## src/rtl/stopwatch_ctrl.sv

```systemverilog
// Stopwatch control: button conditioning, run/pause/set/done FSM,
// 10 ms tick divider and done-state flash generator.
module stopwatch_ctrl #(
    parameter int DEB_CYCLES = 1_000_000,
    parameter int TICK_DIV   = 1_000_000,
    parameter int FLASH_DIV  = 25_000_000
) (
    input  logic       clk,
    input  logic       rst,
    input  logic       start,
    input  logic       stop,
    input  logic       lap,
    input  logic       clr,
    input  logic       TimeSet,
    input  logic       dir,
    input  logic       at_zero,
    output logic       count_en,
    output logic       count_clr,
    output logic       count_dir,
    output logic       lap_load,
    output logic       lap_view,
    output logic       flash,
    output logic       set_mode,
    output logic       set_inc,
    output logic [1:0] set_digit,
    output logic [2:0] state
);

    localparam logic [2:0] IDLE  = 3'd0;
    localparam logic [2:0] RUN   = 3'd1;
    localparam logic [2:0] PAUSE = 3'd2;
    localparam logic [2:0] SET   = 3'd3;
    localparam logic [2:0] DONE  = 3'd4;

    localparam int unsigned NBTN = 5;
    localparam int unsigned DW   = $clog2(DEB_CYCLES + 1);
    localparam int unsigned TW   = $clog2(TICK_DIV + 1);
    localparam int unsigned FW   = $clog2(FLASH_DIV + 1);

    localparam logic [DW-1:0] DEB_LAST   = DW'(DEB_CYCLES - 1);
    localparam logic [TW-1:0] TICK_LAST  = TW'(TICK_DIV - 1);
    localparam logic [FW-1:0] FLASH_LAST = FW'(FLASH_DIV - 1);

    // bit order: 0 clr, 1 stop, 2 start, 3 lap, 4 TimeSet
    logic [NBTN-1:0] btn_raw;
    logic [NBTN-1:0] sync1;
    logic [NBTN-1:0] sync2;
    logic [NBTN-1:0] deb;
    logic [NBTN-1:0] deb_valid;
    logic [NBTN-1:0] press;
    logic [DW-1:0]   deb_cnt [NBTN];

    logic p_clr, p_stop, p_start, p_lap, p_set;

    logic [TW-1:0] tick_cnt;
    logic [FW-1:0] flash_cnt;

    assign btn_raw  = {TimeSet, lap, start, stop, clr};
    assign set_mode = (state == SET);

    // Synchronize and debounce every button; emit a press pulse on an accepted rising level.
    // After reset each debouncer first learns the current stable level without emitting a
    // press, so a button held through reset must be released and pressed again.
    always_ff @(posedge clk or posedge rst) begin
        if (rst) begin
            sync1     <= '0;
            sync2     <= '0;
            deb       <= '0;
            deb_valid <= '0;
            press     <= '0;
            for (int unsigned i = 0; i < NBTN; i++) begin
                deb_cnt[i] <= '0;
            end
        end else begin
            sync1 <= btn_raw;
            sync2 <= sync1;
            for (int unsigned i = 0; i < NBTN; i++) begin
                press[i] <= 1'b0;
                if (!deb_valid[i]) begin
                    if (sync2[i] != deb[i]) begin
                        deb[i]     <= sync2[i];
                        deb_cnt[i] <= DW'(1);
                    end else if (deb_cnt[i] == DEB_LAST) begin
                        deb_valid[i] <= 1'b1;
                        deb_cnt[i]   <= '0;
                    end else begin
                        deb_cnt[i] <= deb_cnt[i] + 1'b1;
                    end
                end else if (sync2[i] != deb[i]) begin
                    if (deb_cnt[i] == DEB_LAST) begin
                        deb[i]     <= sync2[i];
                        deb_cnt[i] <= '0;
                        press[i]   <= sync2[i];
                    end else begin
                        deb_cnt[i] <= deb_cnt[i] + 1'b1;
                    end
                end else begin
                    deb_cnt[i] <= '0;
                end
            end
        end
    end

    // Keep only the highest-priority press of the cycle: clr > stop > start > lap > TimeSet.
    always_comb begin
        p_clr   = press[0];
        p_stop  = press[1] & ~press[0];
        p_start = press[2] & ~(|press[1:0]);
        p_lap   = press[3] & ~(|press[2:0]);
        p_set   = press[4] & ~(|press[3:0]);
    end

    // Main FSM with registered pulse outputs, tick divider and flash generator.
    always_ff @(posedge clk or posedge rst) begin
        if (rst) begin
            state     <= IDLE;
            count_en  <= 1'b0;
            count_clr <= 1'b0;
            count_dir <= 1'b0;
            lap_load  <= 1'b0;
            lap_view  <= 1'b0;
            flash     <= 1'b0;
            set_inc   <= 1'b0;
            set_digit <= '0;
            tick_cnt  <= '0;
            flash_cnt <= '0;
        end else begin
            count_en  <= 1'b0;
            count_clr <= 1'b0;
            lap_load  <= 1'b0;
            set_inc   <= 1'b0;
            case (state)
                IDLE: begin
                    if (p_clr) begin
                        count_clr <= 1'b1;
                    end else if (p_start) begin
                        state     <= RUN;
                        count_dir <= dir;
                        tick_cnt  <= '0;
                    end else if (p_set) begin
                        state     <= SET;
                        set_digit <= '0;
                    end
                end
                RUN: begin
                    if (count_dir && at_zero) begin
                        state     <= DONE;
                        flash     <= 1'b1;
                        flash_cnt <= '0;
                    end else begin
                        if (tick_cnt == TICK_LAST) begin
                            tick_cnt <= '0;
                            count_en <= 1'b1;
                        end else begin
                            tick_cnt <= tick_cnt + 1'b1;
                        end
                        if (p_stop) begin
                            state <= PAUSE;
                        end else if (p_lap) begin
                            lap_load <= 1'b1;
                            lap_view <= 1'b1;
                        end
                    end
                end
                PAUSE: begin
                    if (p_clr) begin
                        state     <= IDLE;
                        count_clr <= 1'b1;
                        lap_view  <= 1'b0;
                    end else if (p_start) begin
                        state <= RUN;
                    end else if (p_lap) begin
                        lap_view <= 1'b0;
                    end
                end
                SET: begin
                    if (p_clr) begin
                        count_clr <= 1'b1;
                    end else if (p_start) begin
                        set_inc <= 1'b1;
                    end else if (p_lap) begin
                        set_digit <= set_digit + 1'b1;
                    end else if (p_set) begin
                        state <= IDLE;
                    end
                end
                DONE: begin
                    if (p_clr) begin
                        state     <= IDLE;
                        count_clr <= 1'b1;
                        flash     <= 1'b0;
                        flash_cnt <= '0;
                    end else if (flash_cnt == FLASH_LAST) begin
                        flash_cnt <= '0;
                        flash     <= ~flash;
                    end else begin
                        flash_cnt <= flash_cnt + 1'b1;
                    end
                end
                default: begin
                    state <= IDLE;
                    flash <= 1'b0;
                end
            endcase
        end
    end

endmodule

```

## config.mk

```make
export PLATFORM = sky130hd
export DESIGN_NAME = stopwatch_ctrl
export DESIGN_NICKNAME = d
export VERILOG_FILES = /design/src/rtl/stopwatch_ctrl.sv
export SDC_FILE = /design/constraint.sdc
export NUM_CORES = 1
export LEC_CHECK = 0
export ABC_AREA = 1
export CORE_UTILIZATION = 33
export DETAILED_ROUTE_END_ITERATION = 7
export DONT_BUFFER_PORTS = 1
export GPL_TIMING_DRIVEN = 0
export PLACE_DENSITY = 0.58
export SETUP_SLACK_MARGIN = 0.02
export SYNTH_ARGS = -nofsm -noshare
export SYNTH_HDL_FRONTEND = slang
export SYNTH_SLANG_ARGS = --single-unit
export TNS_END_PERCENT = 20
```

## constraint.sdc

```tcl
create_clock -name clk -period 9.5 [get_ports clk]
set_input_delay 1.9 -clock clk [delete_from_list [all_inputs] [get_ports clk]]
set_output_delay 1.9 -clock clk [all_outputs]
set_load 0.02 [all_outputs]
```

* After elaboration in Yosys (flattened, before gate mapping) *
Cells that the tools add are included.

storage, ports and cells
  register bits = 182
  output and inout port bits = 13
  word-level logic and storage cells = 229

operators by class
  add/sub/neg operators = 8
  equal/unequal tests = 41
  muxes and demuxes = 122
  bitwise gates (word level) = 10
  reductions and logical operators = 23

operator list
  kind                     number
  $mux W20                 24
  $add A20 B1 Y20 const B  6
  $eq A20 B20 Y1 const B   6
  $mux W25                 3
  $mux W1                  71
  $pmux W25 S2             1
  $pmux W20 S2             1
  $mux W3                  12
  $add A25 B1 Y25 const B  1
  $eq A25 B25 Y1 const B   1
  $ne A2 B2 Y1 const B     12
  $ne A3 B3 Y1 const B     6
  $pmux W3 S5              1
  $ne A2 B1 Y1 const B     7
  $mux W2                  6
  $reduce_and A2 Y1        6
  $reduce_and A9 Y1        1
  $reduce_bool A2 Y1       4
  $reduce_or A4 Y1         2
  $reduce_and A7 Y1        1
  $eq A3 B2 Y1 const B     2
  $not A1 Y1               6
  $reduce_and A3 Y1        2
  $reduce_and A6 Y1        1
  other kinds (13)         21

* Depth between registers and ports, before layout *
  word-level depth = 8
  mapped depth = 12

* Worst setup path after synthesis *
No wires, ideal clock.

  path kind = register -> output
  start point = register state[2]
  end point = output set_mode
  arrival = 1.024 ns
  data required time = 7.600 ns
  path slack = 6.576 ns
  stages on the path, launching flop included = 4
  buffers on the path = 0
  cells stage by stage = dfrtp_1 inv_2 nand2_1 nor2_2

on the way
  longest elaborated chain between the ends = 1

ends and longest elaborated chain
  element                 line  RTL
  from (decl)             26    output logic [2:0] state
  from (signal assigned)  116   state <= IDLE;
  from (signal assigned)  137   state <= RUN;
  from (signal assigned)  141   state <= SET;
  $eq A3 B2 Y1            59    assign set_mode = (state == SET);
  to (decl)               23    output logic set_mode,

No other way between the ends.

* Final worst setup path *
Ends and elaborated chain as after synthesis.

==> flow_metrics.tcl <==
set metrics [dict create \
    viasPerCell 4.73 \
    route.met3.wl_um 680 \
    grt_pass1_wl_um 38300 \
    drt_iter0_drc 519 \
    r2r-start "state[2]" \
    synth_edf_count 0 \
    critPathLaunch "state[2]" \
    hold_viol 0 \
    r2r_end "set_digit[1]" \
    yosysWarnings 0 \
    vdd_drop_max_mv 0.125 \
    synthDistinctLibCells 41 \
    port_buffers 0 \
    syn_nets 1350 \
    place_area_mm2 0.0106 \
    antenna_found_initial 0 \
    cts_made_buffers 17 \
    rsz0062_at_grt "no" \
    htreeDepth 4 \
    highest-signal-layer "met4" \
    rows 63 \
    layout_setup_ws_ps 5900 \
    hold_depth 0 \
    crit_path_max_fanout 6 \
    overflow 0 \
    via_count 8313 \
    worst_hold_slack_ps 349 \
    drc_errors 0 \
    clockBufferDepth 2 \
    holdCritPathClass "reg -> reg" \
    worst_setup_path_start_kind "flip-flop" \
    cts.repair.resized 0 \
    grt_max_degree 122 \
    post_cts_buffers 0 \
    grtUsageTotal 0.150 \
    dr.pass1.iters 5 \
    whs_endpoint "sync2[2]" \
    timing.final.crit_share 0.379 \
    synth_async_sr_flop_share 1.00 \
    wl_met1_um 10700 \
    cts_tree "yes" \
    syn_avg_cell_area_um2 7.54 \
    fp.dieH_um 177 \
    dp_hpwl_um 15700 \
    critPathArrivalTime_ps 1700 \
    outcome "complete, no violations" \
    r2r_setup_slack_ps 7620 \
    tightestPinTransition_ps 600 \
    top_level_ports 22 \
    power.static_leakage_nw 5.02 \
    register_area_mm2 0.00455 \
    cp.required_ps 7600 \
    syn_inst 1334 \
    pre_cts_slack_ps 6360 \
    maxCapViolations 0 \
    route.met2.wl_um 9750 \
    clk_pin_slew_ps 60 \
    core_mm2 0.0298 \
    seq_area_frac_synth 0.453 \
    cts_hold_buf 0 \
    num_antenna_cells 0 \
    grt_pass1_vias 8134 \
    nNetsFinal 1370 \
    syn_to_final_growth_pct 10.9 \
    fin_skew_ps 11.2 \
    dieWidth_um 177 \
    synth_area_mm2 0.0101 \
    clock-sinks 182 \
    power-per-cell-area_mw_per_mm2 143 \
    rr_worst_depth 10 \
    multi_input_area_mm2 0.00477 \
    fmax_ghz 0.278 \
    final.fill_count 3089 \
    initial_core_util 0.338 \
    synth_ff_type "dfrtp_1" \
    postRouteAntennaNets 0 \
    drv_slew 0 \
    drive_gt1_frac 0.0761 \
    fin_util 0.375 \
    setup_violations 0 \
    final_area_mm2 0.0112 \
    clock_latency_ps 440 \
    max_slew_margin 0.600 \
    die_area_mm2 0.0312 \
    endpoint_kind "primary output" \
    tns_ps 0 \
    gp_congestion 0.868 \
    cts_root_buffer "clkbuf_16" \
    hold_start "sync1[2]" \
    synth-seq-cells 182 \
    wl_um 21600 \
    routedWlPerCell_um 12.3 \
    period_minus_slack_ps 3600 \
    worstSetupPathType "reg -> out" \
]
==> placed cells by master, fill, tap and decap left out, types with 2 or more instances in the layout <==
master / instances
clkbuf_8: 2
inv_6: 5
a22oi_1: 2
xnor2_1: 12
o21ai_0: 42
xor2_4: 2
nor3_2: 5
nand4_1: 49
nand4_2: 2
buf_6: 4
nand3b_1: 3
clkinv_4: 2
or2_2: 2
clkinv_2: 2
dfrtp_1: 182
and3_1: 2
nand3_1: 106
clkinvlp_4: 2
nand3_2: 3
ha_1: 7
nand2_1: 305
xor2_1: 44
nand2_4: 8
nor2_4: 4
buf_4: 5
o21bai_1: 2
nor3b_1: 4
a21oi_1: 29
nor2_1: 249
buf_2: 2
or2_1: 6
o22ai_1: 4
nand2_2: 6
nor3_1: 53
inv_2: 13
inv_1: 156
nor2_2: 11
clkbuf_16: 17
==> logic make-up (layout without fill, tap and decap cells) <==
logic type / after synthesis / in the layout / share of synthesized area
AO/OA/AOI/OAI: 83 / 83 / 0.0435
adder cells (fa/ha/maj): 7 / 7 / 0.00870
flip-flops: 182 / 182 / 0.453
buffers and inverters: 182 / 215 / 0.0732
AND/OR/NAND/NOR: 822 / 822 / 0.368
XOR/XNOR: 58 / 58 / 0.0542
==> final cells by class <==
type                       count  area share
sequential                   182       0.408
inverter                     171      0.0584
multi-input combinational    970       0.428
clock buffer                  20      0.0409
timing repair buffer           1     0.00247
clock inverter                12      0.0104
tap                          390      0.0437
buffer                        11     0.00830
==> Yosys cell counts, types with 5 or more instances <==
cell / n / share of area
inv_2: 13 / 0.0048
nand3_1: 106 / 0.053
xnor2_1: 12 / 0.010
nand2_4: 8 / 0.0090
buf_4: 5 / 0.0037
ha_1: 7 / 0.0087
nor3_2: 5 / 0.0050
or2_1: 6 / 0.0037
nor3_1: 53 / 0.026
nand2_1: 305 / 0.11
nor2_1: 249 / 0.093
dfrtp_1: 182 / 0.45
inv_1: 157 / 0.059
nand2_2: 6 / 0.0037
a21oi_1: 29 / 0.014
o21ai_0: 42 / 0.021
nand4_1: 49 / 0.030
nor2_2: 11 / 0.0068
xor2_1: 44 / 0.038
==> per-stage QoR <==
step | power (mW) | cells
after floorplan | 0.885 | 1334
after global placement | 0.903 | 1724
after detailed placement | 0.907 | 1725
after CTS | 1.62 | 1757
after global routing | 1.66 | 1757
final | 1.59 | 1757
==> sequential cells by signal, indices dropped and copies added (netlist names), 2 cells and up <==
register and cells:
set_digit 2, tick_cnt 20, sync2 5, press 5
deb_cnt 100, deb_valid 5, flash_cnt 25, sync1 5
deb 5, state 3
==> where the power goes <==
group          internal, mW  total, mW  switching (mW)
Sequential            0.794      0.810          0.0161
Combinational        0.0273     0.0792          0.0519
Clock                 0.380      0.702           0.322
Total                  1.20       1.59           0.390
==> critical path, stage by stage (launching register included) <==
cell	delay (ps)
dfrtp_1	560
inv_2	190
nand2_1	100
nor2_2	420
==> metal layers <==
| layer | global-route usage | vias to the layer above |
|---|---|---|
| met5 | 0 | - |
| met4 | 0.0489 | 0 |
| met3 | 0.0294 | 22 |
| met2 | 0.242 | 101 |
| met1 | 0.202 | 3886 |
| li1 | - | 4304 |
==> worst max-delay path by stage <==
stage / endpoint / slack, ps
after CTS: set_mode / 5880
after floorplan: count_clr / 2660
after global routing: set_mode / 5800
final: set_mode / 5900
after detailed placement: set_mode / 6360
after global placement: flash_cnt[4] / 330
Note: power is estimated with default switching activity, not from simulation.
